===== config.mk =====
export PLATFORM = sky130hd
export DESIGN_NAME = cdecv_control_unit
export DESIGN_NICKNAME = d
export VERILOG_FILES = /design/src/rtl/cdecv_ctrl_pkg.sv /design/src/rtl/cdecv_control_unit_decode.sv /design/src/rtl/cdecv_control_unit.sv
export SDC_FILE = /design/constraint.sdc
export NUM_CORES = 1
export LEC_CHECK = 0
export ABC_AREA = 1
export BUFFER_PORTS_ARGS = -buffer_cell sky130_fd_sc_hd__buf_2
export CORE_MARGIN = 1
export CORE_UTILIZATION = 33
export CTS_BUF_LIST = sky130_fd_sc_hd__clkbuf_4
export CTS_CLUSTER_DIAMETER = 100
export CTS_CLUSTER_SIZE = 12
export DETAILED_ROUTE_END_ITERATION = 16
export GPL_TIMING_DRIVEN = 0
export PLACE_DENSITY_LB_ADDON = 0.25
export SYNTH_ARGS = -nofsm -noshare
export SYNTH_HDL_FRONTEND = slang
export SYNTH_HIERARCHICAL = 1
export SYNTH_SLANG_ARGS = --single-unit

===== constraint.sdc =====
create_clock -name clock -period 1.3 [get_ports clock]
set_input_delay 0.325 -clock clock [delete_from_list [all_inputs] [get_ports clock]]
set_output_delay 0.325 -clock clock [all_outputs]
set_load 0.01 [all_outputs]

===== src/rtl/cdecv_ctrl_pkg.sv =====
// Shared definitions for the CDECV micro-sequencer: states, opcodes, bus codes.
// Latency: n/a (types and constants only).
// Backpressure: n/a.
// Contents: state enum, opcode constants, X-bus source codes, write-enable bit
// indices, ALU operation codes (also used by the ALU) and the decode class enum.
package cdecv_ctrl_pkg;

    typedef enum logic [3:0] {
        ST_IDLE = 4'd0,
        ST_F0   = 4'd1,
        ST_F1   = 4'd2,
        ST_F2   = 4'd3,
        ST_IM0  = 4'd4,
        ST_IM1  = 4'd5,
        ST_OPND = 4'd6,
        ST_ALU0 = 4'd7,
        ST_ALU1 = 4'd8,
        ST_ADDR = 4'd9,
        ST_LD   = 4'd10,
        ST_ST0  = 4'd11,
        ST_ST1  = 4'd12,
        ST_JMP  = 4'd13,
        ST_HALT = 4'd14
    } state_e;

    // Opcodes, I[7:4]
    localparam logic [3:0] OP_NOP = 4'h0;
    localparam logic [3:0] OP_MOV = 4'h1;
    localparam logic [3:0] OP_ADD = 4'h2;
    localparam logic [3:0] OP_XOR = 4'h6;
    localparam logic [3:0] OP_LD  = 4'h7;
    localparam logic [3:0] OP_ST  = 4'h8;
    localparam logic [3:0] OP_JMP = 4'h9;
    localparam logic [3:0] OP_JZ  = 4'hA;
    localparam logic [3:0] OP_JNZ = 4'hB;
    localparam logic [3:0] OP_JC  = 4'hC;
    localparam logic [3:0] OP_JS  = 4'hD;

    // X-bus source codes
    localparam logic [2:0] XS_PC  = 3'd0;
    localparam logic [2:0] XS_A   = 3'd1;
    localparam logic [2:0] XS_B   = 3'd2;
    localparam logic [2:0] XS_C   = 3'd3;
    localparam logic [2:0] XS_RD  = 3'd4;
    localparam logic [2:0] XS_R   = 3'd5;
    localparam logic [2:0] XS_FLG = 3'd6;
    localparam logic [2:0] XS_FF  = 3'd7;

    // Write-enable bit positions in xdst
    localparam int XD_PC  = 0;
    localparam int XD_A   = 1;
    localparam int XD_B   = 2;
    localparam int XD_C   = 3;
    localparam int XD_MA  = 4;
    localparam int XD_WD  = 5;
    localparam int XD_I   = 6;
    localparam int XD_T   = 7;
    localparam int XD_R   = 8;
    localparam int XD_FLG = 9;

    // ALU operations: operand a = X-bus, operand b = T
    localparam logic [4:0] ALU_PASS_B = 5'd0;
    localparam logic [4:0] ALU_INC    = 5'd1;
    localparam logic [4:0] ALU_ADD    = 5'd2;
    localparam logic [4:0] ALU_SUB    = 5'd3;
    localparam logic [4:0] ALU_AND    = 5'd4;
    localparam logic [4:0] ALU_OR     = 5'd5;
    localparam logic [4:0] ALU_XOR    = 5'd6;

    // Flag bit positions within {S, Z, Cy}
    localparam int FL_CY = 0;
    localparam int FL_Z  = 1;
    localparam int FL_S  = 2;

    // What happens after fetch
    typedef enum logic [2:0] {
        CL_NOP  = 3'd0,
        CL_HALT = 3'd1,
        CL_ALU  = 3'd2,
        CL_MEM  = 3'd3,
        CL_JMP  = 3'd4
    } iclass_e;

endpackage


===== src/rtl/cdecv_control_unit_decode.sv =====
// Instruction classifier: op/s plus flags -> next-state class, immediate flag, jump condition.
// Latency: purely combinational, zero cycles.
// Backpressure: none; outputs follow I and SZCy directly.
// Ports: op_i/s_i instruction fields, flags_i {S,Z,Cy}; cls_o class, imm_o operand
// comes from the byte at PC, is_ld_o LD vs ST, cond_true_o jump condition holds.
module cu_decode
    import cdecv_ctrl_pkg::*;
(
    input  logic [3:0] op_i,
    input  logic [1:0] s_i,
    input  logic [2:0] flags_i,
    output iclass_e    cls_o,
    output logic       imm_o,
    output logic       is_ld_o,
    output logic       cond_true_o
);

    always_comb begin
        cls_o = CL_NOP;
        if (op_i == OP_NOP) begin
            cls_o = CL_NOP;
        end else if (op_i <= OP_XOR) begin
            cls_o = CL_ALU;             // MOV and the five ALU ops
        end else if (op_i == OP_LD || op_i == OP_ST) begin
            cls_o = CL_MEM;
        end else if (op_i <= OP_JS) begin
            cls_o = CL_JMP;
        end else begin
            cls_o = CL_HALT;            // E and F
        end
    end

    // NOP never fetches an operand byte even when s = 3
    assign imm_o   = (s_i == 2'd3) && (op_i != OP_NOP);
    assign is_ld_o = (op_i == OP_LD);

    always_comb begin
        cond_true_o = 1'b0;
        case (op_i)
            OP_JMP:  cond_true_o = 1'b1;
            OP_JZ:   cond_true_o = flags_i[FL_Z];
            OP_JNZ:  cond_true_o = !flags_i[FL_Z];
            OP_JC:   cond_true_o = flags_i[FL_CY];
            OP_JS:   cond_true_o = flags_i[FL_S];
            default: cond_true_o = 1'b0;
        endcase
    end

endmodule


===== src/rtl/cdecv_control_unit.sv =====
// CDECV micro-sequencer: fetch/decode/execute, one X-bus transfer per clock, plus memory write strobe.
// Latency: outputs are combinational from the state register, I and SZCy; 3-8 cycles per instruction.
// Backpressure: none; run/step gate instruction start at IDLE only, HALT is left only by reset.
// Ports: clock/reset (sync, active-high); I instruction, SZCy flags; xsrc/xdst/aluop datapath
// controls; mem_we write strobe; run/step debug control; idle/halted/dbg_state status.
module cdecv_control_unit
    import cdecv_ctrl_pkg::*;
(
    input  logic       clock,
    input  logic       reset,
    input  logic [7:0] I,
    input  logic [2:0] SZCy,
    output logic [2:0] xsrc,
    output logic [9:0] xdst,
    output logic [4:0] aluop,
    output logic       mem_we,
    input  logic       run,
    input  logic       step,
    output logic       idle,
    output logic       halted,
    output logic [3:0] dbg_state
);

    state_e     state_q, state_d;
    iclass_e    cls;
    logic       imm, is_ld, cond_true;

    logic [3:0] op;
    logic [1:0] d_f, s_f;
    logic [2:0] src_sel, dst_sel;
    logic [9:0] dst_mask;

    logic [2:0] xsrc_c;
    logic [9:0] xdst_c;
    logic [4:0] aluop_c;
    logic       mem_we_c;
    state_e     end_st, exec_st;

    assign op  = I[7:4];
    assign d_f = I[3:2];
    assign s_f = I[1:0];

    // s = 3 reads the byte at PC, which MA already points at, through RD.
    assign src_sel  = (s_f == 2'd3) ? XS_RD : ({1'b0, s_f} + 3'd1);
    // d = 3 is not a defined register; it maps onto code/bit 4 like any other d.
    assign dst_sel  = {1'b0, d_f} + 3'd1;
    assign dst_mask = 10'd1 << dst_sel;

    cu_decode u_decode (
        .op_i        (op),
        .s_i         (s_f),
        .flags_i     (SZCy),
        .cls_o       (cls),
        .imm_o       (imm),
        .is_ld_o     (is_ld),
        .cond_true_o (cond_true)
    );

    always_ff @(posedge clock) begin
        if (reset) begin
            state_q <= ST_IDLE;
        end else begin
            state_q <= state_d;
        end
    end

    always_comb begin
        state_d  = state_q;
        xsrc_c   = XS_PC;
        xdst_c   = '0;
        aluop_c  = ALU_PASS_B;
        mem_we_c = 1'b0;

        // A dropped run lets the current instruction finish, then parks in IDLE.
        end_st = run ? ST_F0 : ST_IDLE;
        case (cls)
            CL_ALU:  exec_st = ST_OPND;
            CL_MEM:  exec_st = ST_ADDR;
            CL_JMP:  exec_st = ST_JMP;
            default: exec_st = end_st;
        endcase

        case (state_q)
            ST_IDLE: begin
                if (run || step) state_d = ST_F0;
            end
            ST_F0, ST_IM0: begin
                // MA <- PC and R <- PC+1 in the same cycle
                xsrc_c         = XS_PC;
                xdst_c[XD_MA]  = 1'b1;
                xdst_c[XD_R]   = 1'b1;
                aluop_c        = ALU_INC;
                state_d        = (state_q == ST_F0) ? ST_F1 : ST_IM1;
            end
            ST_F1: begin
                xsrc_c        = XS_RD;
                xdst_c[XD_I]  = 1'b1;
                state_d       = ST_F2;
            end
            ST_F2: begin
                // I is valid from this cycle, so the instruction is decoded here.
                xsrc_c        = XS_R;
                xdst_c[XD_PC] = 1'b1;
                if (cls == CL_HALT)     state_d = ST_HALT;
                else if (cls == CL_NOP) state_d = end_st;
                else if (imm)           state_d = ST_IM0;
                else                    state_d = exec_st;
            end
            ST_IM1: begin
                xsrc_c        = XS_R;
                xdst_c[XD_PC] = 1'b1;
                state_d       = exec_st;
            end
            ST_OPND: begin
                xsrc_c        = src_sel;
                xdst_c[XD_T]  = 1'b1;
                state_d       = ST_ALU0;
            end
            ST_ALU0: begin
                xsrc_c = dst_sel;
                if (op == OP_MOV) begin
                    aluop_c       = ALU_PASS_B;
                    xdst_c[XD_R]  = 1'b1;
                end else begin
                    aluop_c        = {1'b0, op};
                    xdst_c[XD_R]   = 1'b1;
                    xdst_c[XD_FLG] = 1'b1;
                end
                state_d = ST_ALU1;
            end
            ST_ALU1: begin
                xsrc_c  = XS_R;
                xdst_c  = dst_mask;
                state_d = end_st;
            end
            ST_ADDR: begin
                xsrc_c        = src_sel;
                xdst_c[XD_MA] = 1'b1;
                state_d       = is_ld ? ST_LD : ST_ST0;
            end
            ST_LD: begin
                xsrc_c  = XS_RD;
                xdst_c  = dst_mask;
                state_d = end_st;
            end
            ST_ST0: begin
                xsrc_c        = dst_sel;
                xdst_c[XD_WD] = 1'b1;
                state_d       = ST_ST1;
            end
            ST_ST1: begin
                mem_we_c = 1'b1;
                state_d  = end_st;
            end
            ST_JMP: begin
                // Same cycle count taken or not; only the PC enable changes.
                xsrc_c        = src_sel;
                xdst_c[XD_PC] = cond_true;
                state_d       = end_st;
            end
            ST_HALT: begin
                state_d = ST_HALT;
            end
            default: begin
                state_d = ST_IDLE;
            end
        endcase

        // Reset forces all controls quiet so the abandoned instruction writes nothing at that edge.
        if (reset) begin
            xsrc_c   = XS_PC;
            xdst_c   = '0;
            aluop_c  = ALU_PASS_B;
            mem_we_c = 1'b0;
        end
    end

    assign xsrc      = xsrc_c;
    assign xdst      = xdst_c;
    assign aluop     = aluop_c;
    assign mem_we    = mem_we_c;
    assign idle      = (state_q == ST_IDLE);
    assign halted    = (state_q == ST_HALT);
    assign dbg_state = state_q;

endmodule


==> flow_summary.toml, run 1 <==
[global_routing]
antenna_found_initial = 0
grt_pass1_vias = 1265
track_usage_pct = 21.7
gr-total-overflow = 0
grt_pass1_wl_um = 5420
grt_max_degree = 11

[route]
ant_nets = 0
routed_wl_um = 3470
vias = 1421
drc = 0
first_iter_violations = 50
viasPerCell = 5.00
wl_per_cell_um = 12.2
first_pass_iters = 4

[placement]
place_inst = 258
place_hpwl_um = 2200
port_buffers = 38
post-place-ws_ns = -0.312
gp_congestion = 0.829

[finish]
finalNonFillerCells = 284
syn2layout_area_growth_pct = 78.8
fillCellCount = 256
diodes = 0
final_nets = 278
drive_gt1_share_pct = 51.8
largest_reg_flops = 4

[timing]
finalSetupViolations = 24
clock.fmax_mhz = 549
drv_slew = 0
finalWorstSetupSlack_ns = -0.521
hold_violations = 0
period_needed_ns = 1.82
layout_worst_path_cycle_share_pct = 140
rsz0062_at_grt = "yes"
fin_skew_ns = 0.00300

[outcome]
status = "finished with violations"
violations = "negative setup slack"

[logic_synthesis]
syn_area_um2 = 955
ys_warn_count = 6
synthTopCellsByArea = "nand2_1, nor2_1, ha_1"
syn_area_per_cell_um2 = 5.05
syn_inst = 189
synth_top_area_cell = "nand2_1"
synth.top_cells.by_count = "nand2_1, nor2_1, inv_1"
ys_types = 23
ys_seq_elements = 4
ys.flop_type = "dfxtp_1"
yosysMostFrequentCell = "nand2_1"
synth_top_area_share_pct = 23.6
synth-edff-count = 0
ys_seq_area_share_pct = 8.39
async_flop_share_pct = 0
synth.net_count = 213

[clock_network]
clock-sinks = 4
cts_root_buf = "clkbuf_4"
cts-htree-levels = 1
numCtsBuffers = 3
ctsLongestPathBuffers = 2
tritoncts = "done"
clkTransAtPathRegs_ns = 0.04
clock_latency_ns = 0.24

[worst_setup_path]
cpMaxStageDelayCell = "dfxtp_4"
arrival_ns = 1.50
path_max_fanout = 5
required_ns = 0.98
path_cells = "inv_6 > nand3_2 > inv_2 > nand2_1 > or2_1 > a21oi_2 > buf_2"
worstSetupPathType = "reg2out"
slowest_delay_ns = 0.37
start_kind = "flip-flop"
cp-end-kind = "output pin"

[die]
fp.dieW_um = 55.8
die_area_mm2 = 0.00311
ios = 40
rows = 19
die_h_um = 55.8
start_util_pct = 34.6
coreArea_mm2 = 0.00276

[pwr]
swShare_pct = 45.6
p_per_area_mw_per_mm2 = 492
p_comb_share_pct = 56.8
vdd_drop_max_mv = 0.690
p_int_uw = 457
switchingPower_uw = 384
clkPwrFrac_pct = 23.6
p_leak_uw = 0.000934
p_seq_share_pct = 19.6

[min_path]
hold_path.class = "in2reg"

[flow_run]
cap_violations = 0
[placed cells by master, fill, tap and decap left out, drive strengths merged, types with 2 or more instances in the layout]
cell type and instances:
a31oi 4, dfxtp 4, inv 29, nand2 61, buf 61, a21oi 12
nand3 16, ha 9, nor2 37, nor3 2, clkbuf 5, o21ai 6
[area by class of cell]
cell class,count,area [um2],share of cell area (%)
Buffer,2,11.3,0.660
Clock buffer,4,30.0,1.76
Inverter,29,126,7.40
Multi-Input combinational cell,154,975,57.1
Sequential cell,4,95.1,5.57
Tap cell,31,38.8,2.27
Timing Repair Buffer,60,430,25.2
[per-stage QoR]
stage | utilization [%] | hold WS, ns | area [um2] | setup TNS (ns) | total power (uW)
after floorplan | - | 0.384 | 1020 | -0.419 | 385
after global placement | 45.2 | 0.594 | 1250 | -4.10 | 505
after detailed placement | 45.2 | 0.593 | 1250 | -3.92 | 504
after CTS | 55.9 | 0.329 | 1540 | -8.03 | 766
after global routing | 61.9 | 0.349 | 1710 | -9.90 | 901
final | 61.9 | 0.351 | 1710 | -7.95 | 840
[routing by layer]
layer  global-route usage (%)  up-vias  wire [um]  share of wire [%]
met2                     37.7       44       1780                 51
met3                     3.02        6        133                3.8
met4                     7.14        0         39                1.1
met5                        0        -          0                  0
li1                         -      725          -                  -
met1                     27.5      646       1520                 44
[cells by family (layout without fill, tap and decap cells)]
family / after synthesis / count (layout) / share of synthesized area [%]
AO/OA/AOI/OAI: 24 / 24 / 13.8
adder cells (fa/ha/maj): 9 / 9 / 11.8
buffers and inverters: 31 / 95 / 12.6
flip-flops: 4 / 4 / 8.39
other: 1 / 1 / 0.393
AND/OR/NAND/NOR: 120 / 120 / 53.1
[worst max-delay path: cells and delay by family (launching register included)]
kind | cells | cell delay (ns)
flip-flops | 1 | 0.37
AO/OA/AOI/OAI | 1 | 0.11
AND/OR/NAND/NOR | 3 | 0.41
buffers and inverters | 3 | 0.35
[power by group through the flow]
stage / Sequential [uW] / Combinational (uW) / Clock [uW]
2_1_floorplan: 154 / 231 / 0
3_3_place_gp: 153 / 352 / 0
3_5_place_dp: 153 / 352 / 0
4_1_cts: 162 / 394 / 210
5_1_grt: 167 / 521 / 213
6_report: 165 / 477 / 198
[what timing repair did]
item,in CTS,in global routing
hold buffers,0,0
hold endpoints to repair,0,0
cloned,0,0
buffers inserted,25,7
gates resized for setup,37,48
endpoints found under the setup margin,23,24
pin swaps,16,16
[final timing paths]
path / start / end / slack (ns) / cells past startpoint
setup reg to reg: dbg_state[2] / dbg_state[3] / -0.49 / 12
setup / recovery: dbg_state[0] / xdst[0] / -0.52 / 7
hold reg to reg: dbg_state[1] / dbg_state[0] / 0.69 / 3
hold / removal: reset / dbg_state[2] / 0.35 / 2
No activity file was read; power rests on OpenSTA's default activity.
==> run 2: changes to the inputs <==
--- a/config.mk
+++ b/config.mk
@@ -7,6 +7,7 @@
 export LEC_CHECK = 0
 export ABC_AREA = 1
 export BUFFER_PORTS_ARGS = -buffer_cell sky130_fd_sc_hd__buf_2
+export CORE_ASPECT_RATIO = 1.2
 export CORE_MARGIN = 1
 export CORE_UTILIZATION = 33
 export CTS_BUF_LIST = sky130_fd_sc_hd__clkbuf_4
==> run 2 against run 1 <==
The run still ends with negative setup slack left. Final cell count decreased by 2.8%. Global-route usage decreased by 3.5 points. Core utilization shrank 2.7 points. Via count down 5.9%. Routed wire length is 11% lower. Largest power group unchanged.
==> flow_summary.toml, run 2 (synthesis gave the netlist of run 1 again) <==
[timing]
fin_skew_ns = 0.000462
hold_violations = 0
clock.fmax_mhz = 574
rsz0062_at_grt = "yes"
period_needed_ns = 1.74
finalSetupViolations = 22
layout_worst_path_cycle_share_pct = 134
fin_setup_tns_ns = -6.19
finalWorstSetupSlack_ns = -0.444
drv_slew = 0

[worst_setup_path]
r2r_cells = 7
start_kind = "flip-flop"
worstSetupPathType = "reg2out"
path_common_cell = "nand2_1"
cpMaxStageDelayCell = "dfxtp_4"
path_cells = "nand2_1 > inv_1 > nand2_1 > nand2_2 > nand2_1 > a31oi_2 > buf_2"
slowest_delay_ns = 0.40
arrival_ns = 1.42
timing.rr.start = "dbg_state[1]"
r2r-end = "dbg_state[3]"
r2r_slack_ns = 0.10
required_ns = 0.98
cp-end-kind = "output pin"
path_max_fanout = 8

[outcome]
violations = "negative setup slack"
status = "finished with violations"

[clock_network]
tritoncts = "done"
numCtsBuffers = 3
clkTransAtPathRegs_ns = 0.04
clock_latency_ns = 0.23
clock-sinks = 4
ctsLongestPathBuffers = 2
cts_root_buf = "clkbuf_4"
cts-htree-levels = 1

[finish]
final_nets = 268
multi_input_area_um2 = 988
drive_gt1_share_pct = 51.7
fin_area_mm2 = 0.00163
largest_reg_flops = 4
fillCellCount = 288
finalNonFillerCells = 276
syn2layout_area_growth_pct = 70.9
ff_latch_area_um2 = 95.1
mostFrequentLayoutCell = "nand2_1"
diodes = 0
most-common-layout-cells = "nand2_1, buf_2, nor2_1, nand2_2, inv_1"

[pwr]
p_per_area_mw_per_mm2 = 488
vdd_drop_max_mv = 0.364
p_leak_uw = 0.000862

[route]
first_pass_iters = 4
viasPerCell = 4.84
wl_per_cell_um = 11.2
first_iter_violations = 16
drc = 0
ant_nets = 0
vias = 1337
routed_wl_um = 3100

[placement]
port_buffers = 38
placed_cell_area_mm2 = 0.00125
place_hpwl_um = 2250
place_inst = 261
gp_congestion = 0.900

[min_path]
hp-start = "reset"
holdPathStages = 2
hold_path.class = "in2reg"
holdPathEnd = "dbg_state[2]"

[die]
die_area_mm2 = 0.00311
start_util_pct = 34.6
fp.dieW_um = 51.1
rows = 21
coreArea_mm2 = 0.00276
ios = 40
die_h_um = 60.9

[global_routing]
grt_pass1_wl_um = 4490
track_usage_pct = 18.2
grt_pass1_vias = 1142
gr-total-overflow = 0
grt_max_degree = 11
antenna_found_initial = 0

[flow_run]
cap_violations = 0
[run 2: cell count changes in the layout (fill, tap and decap cells not counted), moves of 2 or more]
cell | before | now
a21oi_1 | 10 | 8
a21oi_2 | 2 | 4
buf_6 | 14 | 4
inv_1 | 19 | 16
inv_8 | 0 | 2
nand2_1 | 38 | 40
nand2_4 | 5 | 3
nand3_2 | 7 | 4
nand3_4 | 2 | 4
nor2_1 | 23 | 21
[run 2: worst max-delay path, delay by kind of cell, from the launching register on]
kind,cells,cell delay [ns]
flip-flops,1,0.40
AND/OR/NAND/NOR,4,0.37
buffers and inverters,2,0.26
AO/OA/AOI/OAI,1,0.15
[run 2: what timing repair did]
action | 4_1_cts | 5_1_grt
setup buffers | 8 | 4
hold endpoints to repair | 0 | 0
gates resized for setup | 42 | 46
hold buffers | 0 | 0
gates cloned | 0 | 0
setup endpoints to repair | 24 | 24
pin swaps | 14 | 15
[run 2: power by group]
part           internal [uW]  switching (uW)  total (uW)
clock network            103            45.2         148
registers                134            24.0         158
logic                    196             294         490
total                    433             364         797
[run 2: layout make-up]
type | count | area share (%)
Clock buffer | 3 | 1.38
Timing Repair Buffer | 50 | 20.4
Sequential cell | 4 | 5.83
Tap cell | 34 | 2.61
Buffer | 2 | 0.690
Inverter | 29 | 8.51
Multi-Input combinational cell | 154 | 60.6
[run 2: how the worst max path moves through the flow]
| stage | from | end | slack [ns] | cells past startpoint |
|---|---|---|---|---|
| 5_1_grt | dbg_state[2] | xsrc[2] | -0.56 | 9 |
| 4_1_cts | dbg_state[0] | xdst[0] | -0.45 | 7 |
| 3_3_place_gp | I[4] | dbg_state[3] | -0.34 | 11 |
| 2_1_floorplan | dbg_state[2] | aluop[0] | -0.11 | 6 |
| 6_report | dbg_state[3] | xsrc[0] | -0.44 | 7 |
| 3_5_place_dp | I[4] | dbg_state[3] | -0.33 | 11 |
[run 2: routing by layer]
| layer | vias to the layer above | part of all wire (%) | global-route usage (%) |
|---|---|---|---|
| met4 | 0 | 0.87 | 3.97 |
| li1 | 700 | - | - |
| met5 | - | 0 | 0 |
| met3 | 4 | 2.9 | 2.26 |
| met1 | 604 | 40 | 20.2 |
| met2 | 29 | 56 | 36.5 |
[run 2: stage by stage]
stage	power (uW)	setup slack, ns	util [%]	hold WS (ns)
2_1_floorplan	385	-0.106	-	0.384
3_3_place_gp	507	-0.338	45.4	0.588
3_5_place_dp	505	-0.326	45.4	0.582
4_1_cts	719	-0.445	52.8	0.338
5_1_grt	869	-0.559	59.1	0.335
6_report	797	-0.444	59.1	0.346
==> run 3: changes to the inputs <==
--- a/config.mk
+++ b/config.mk
@@ -9,7 +9,7 @@
 export BUFFER_PORTS_ARGS = -buffer_cell sky130_fd_sc_hd__buf_2
 export CORE_ASPECT_RATIO = 1.2
 export CORE_MARGIN = 1
-export CORE_UTILIZATION = 33
+export CORE_UTILIZATION = 45
 export CTS_BUF_LIST = sky130_fd_sc_hd__clkbuf_4
 export CTS_CLUSTER_DIAMETER = 100
 export CTS_CLUSTER_SIZE = 12
==> run 3 against run 2 <==
The run still ends with negative setup slack left. Global-route usage up 11 points. Sequential power up 3%. Via count up 16%. Worst hold slack better by 0.0086 ns. Design area up 2.8%. Count of clock-buffer cells in the layout unchanged. Final cell count down 4.3%. Critical path type unchanged. Largest cell class unchanged.
==> flow_summary.toml, run 3 (synthesis gave the netlist of run 1 again) <==
[finish]
drive_gt1_share_pct = 56.3
multi_input_area_mm2 = 0.00103
most-common-layout-cells = "nand2_1, buf_2, nor2_1, nand2_2, inv_1"
largest_reg_flops = 4
fillCellCount = 105
final_nets = 271
fin_area_mm2 = 0.00168
ff_latch_area_um2 = 95.1
syn2layout_area_growth_pct = 75.6
diodes = 0
mostFrequentLayoutCell = "nand2_1"

[timing]
whs_ns = 0.355
fin_skew_ns = 0.00473
finalSetupViolations = 24
drv_slew = 0
period_needed_ns = 1.84
fin_setup_tns_ns = -7.97
layout_worst_path_cycle_share_pct = 142
clock.fmax_mhz = 543
hold_violations = 0
rsz0062_at_grt = "yes"
finalWorstSetupSlack_ns = -0.542

[global_routing]
grt_max_degree = 11
grt_pass1_vias = 1293
grt_pass1_wl_um = 5210
gr-total-overflow = 0
antenna_found_initial = 0
track_usage_pct = 29.1

[clock_network]
clkTransAtPathRegs_ns = 0.04
cts_root_buf = "clkbuf_4"
numCtsBuffers = 3
tritoncts = "done"
cts-htree-levels = 1
cts_hold_buf = 0
clock_latency_ns = 0.24
ctsLongestPathBuffers = 2
clock-sinks = 4

[worst_setup_path]
r2r-end = "dbg_state[0]"
cpMaxStageDelayCell = "dfxtp_4"
cp-end-kind = "output pin"
arrival_ns = 1.52
worstSetupPathType = "reg2out"
timing.rr.start = "dbg_state[2]"
timing.critical_path.from = "dbg_state[2]"
path_max_fanout = 7
required_ns = 0.98
r2r_slack_ns = -0.04
slowest_delay_ns = 0.40
endpoint = "xsrc[2]"
r2r_cells = 7
start_kind = "flip-flop"
path_cells = "buf_4 > nor2_4 > nand2_2 > nand2_4 > nor2_2 > nand3_2 > a21oi_2 > nor2_1 > buf_2"

[outcome]
violations = "negative setup slack"
status = "finished with violations"

[route]
first_pass_iters = 7
drc = 0
wl_per_cell_um = 16.0
viasPerCell = 5.89
vias = 1554
ant_nets = 0
first_iter_violations = 70
routed_wl_um = 4220

[die]
ios = 40
rows = 17
die_h_um = 52.5
die_area_mm2 = 0.00231
start_util_pct = 49.9
fp.dieW_um = 44.0
coreArea_mm2 = 0.00191

[placement]
placed_cell_area_mm2 = 0.00123
place_hpwl_um = 2240
port_buffers = 38
gp_congestion = 0.935

[pwr]
vdd_drop_max_mv = 0.373
p_total_uw = 858
p_leak_uw = 0.000887
p_per_area_mw_per_mm2 = 512

[flow_run]
cap_violations = 0

[min_path]
hold_path.class = "in2reg"
[run 3: routing by layer]
metal	track usage (%)	part of all wire, %
met5	0	0
met4	12.1	5.2
met3	3.45	7.6
met2	55.6	51
met1	31.1	36
[run 3: final cells by class]
class                      instances  share of cell area, %
timing repair buffer              53                   21.3
tap                               19                   1.42
sequential                         4                   5.67
clock buffer                       3                   1.34
buffer                             2                  0.672
inverter                          29                   7.84
multi-input combinational        154                   61.7
[run 3: how the worst min path moves through the flow]
| stage | startpoint | to | slack [ns] | depth (start not counted) |
|---|---|---|---|---|
| floorplan | reset | dbg_state[2] | 0.38 | 1 |
| global placement | reset | dbg_state[2] | 0.58 | 2 |
| detailed placement | reset | dbg_state[2] | 0.58 | 2 |
| CTS | reset | dbg_state[3] | 0.36 | 2 |
| global route | reset | dbg_state[2] | 0.35 | 2 |
| finish | reset | dbg_state[2] | 0.35 | 2 |
[run 3: critical path: cells and delay by family (launching register included)]
family	cells	cell delay, ns
buffers and inverters	2	0.28
AOI/OAI and AO/OA	1	0.12
and+or+nand+nor	6	0.47
DFF	1	0.40
[run 3: power by group]
group / switching [uW] / internal (uW)
registers: 27.5 / 134
clock network: 54.9 / 104
logic: 336 / 202
total: 419 / 440
[run 3: stage by stage]
| step | instances | util [%] | setup WS (ns) |
|---|---|---|---|
| 2_1_floorplan | 189 | - | -0.106 |
| 5_1_grt | 264 | 87.6 | -0.608 |
| 6_report | 264 | 87.6 | -0.542 |
| 3_5_place_dp | 246 | 64.4 | -0.344 |
| 4_1_cts | 259 | 76.4 | -0.442 |
| 3_3_place_gp | 246 | 64.4 | -0.271 |
[run 3: what timing repair did]
action,4_1_cts,5_1_grt
gates resized for setup,45,53
setup buffers,10,5
setup endpoints to repair,24,24
cloned,0,0
pin swaps,13,26
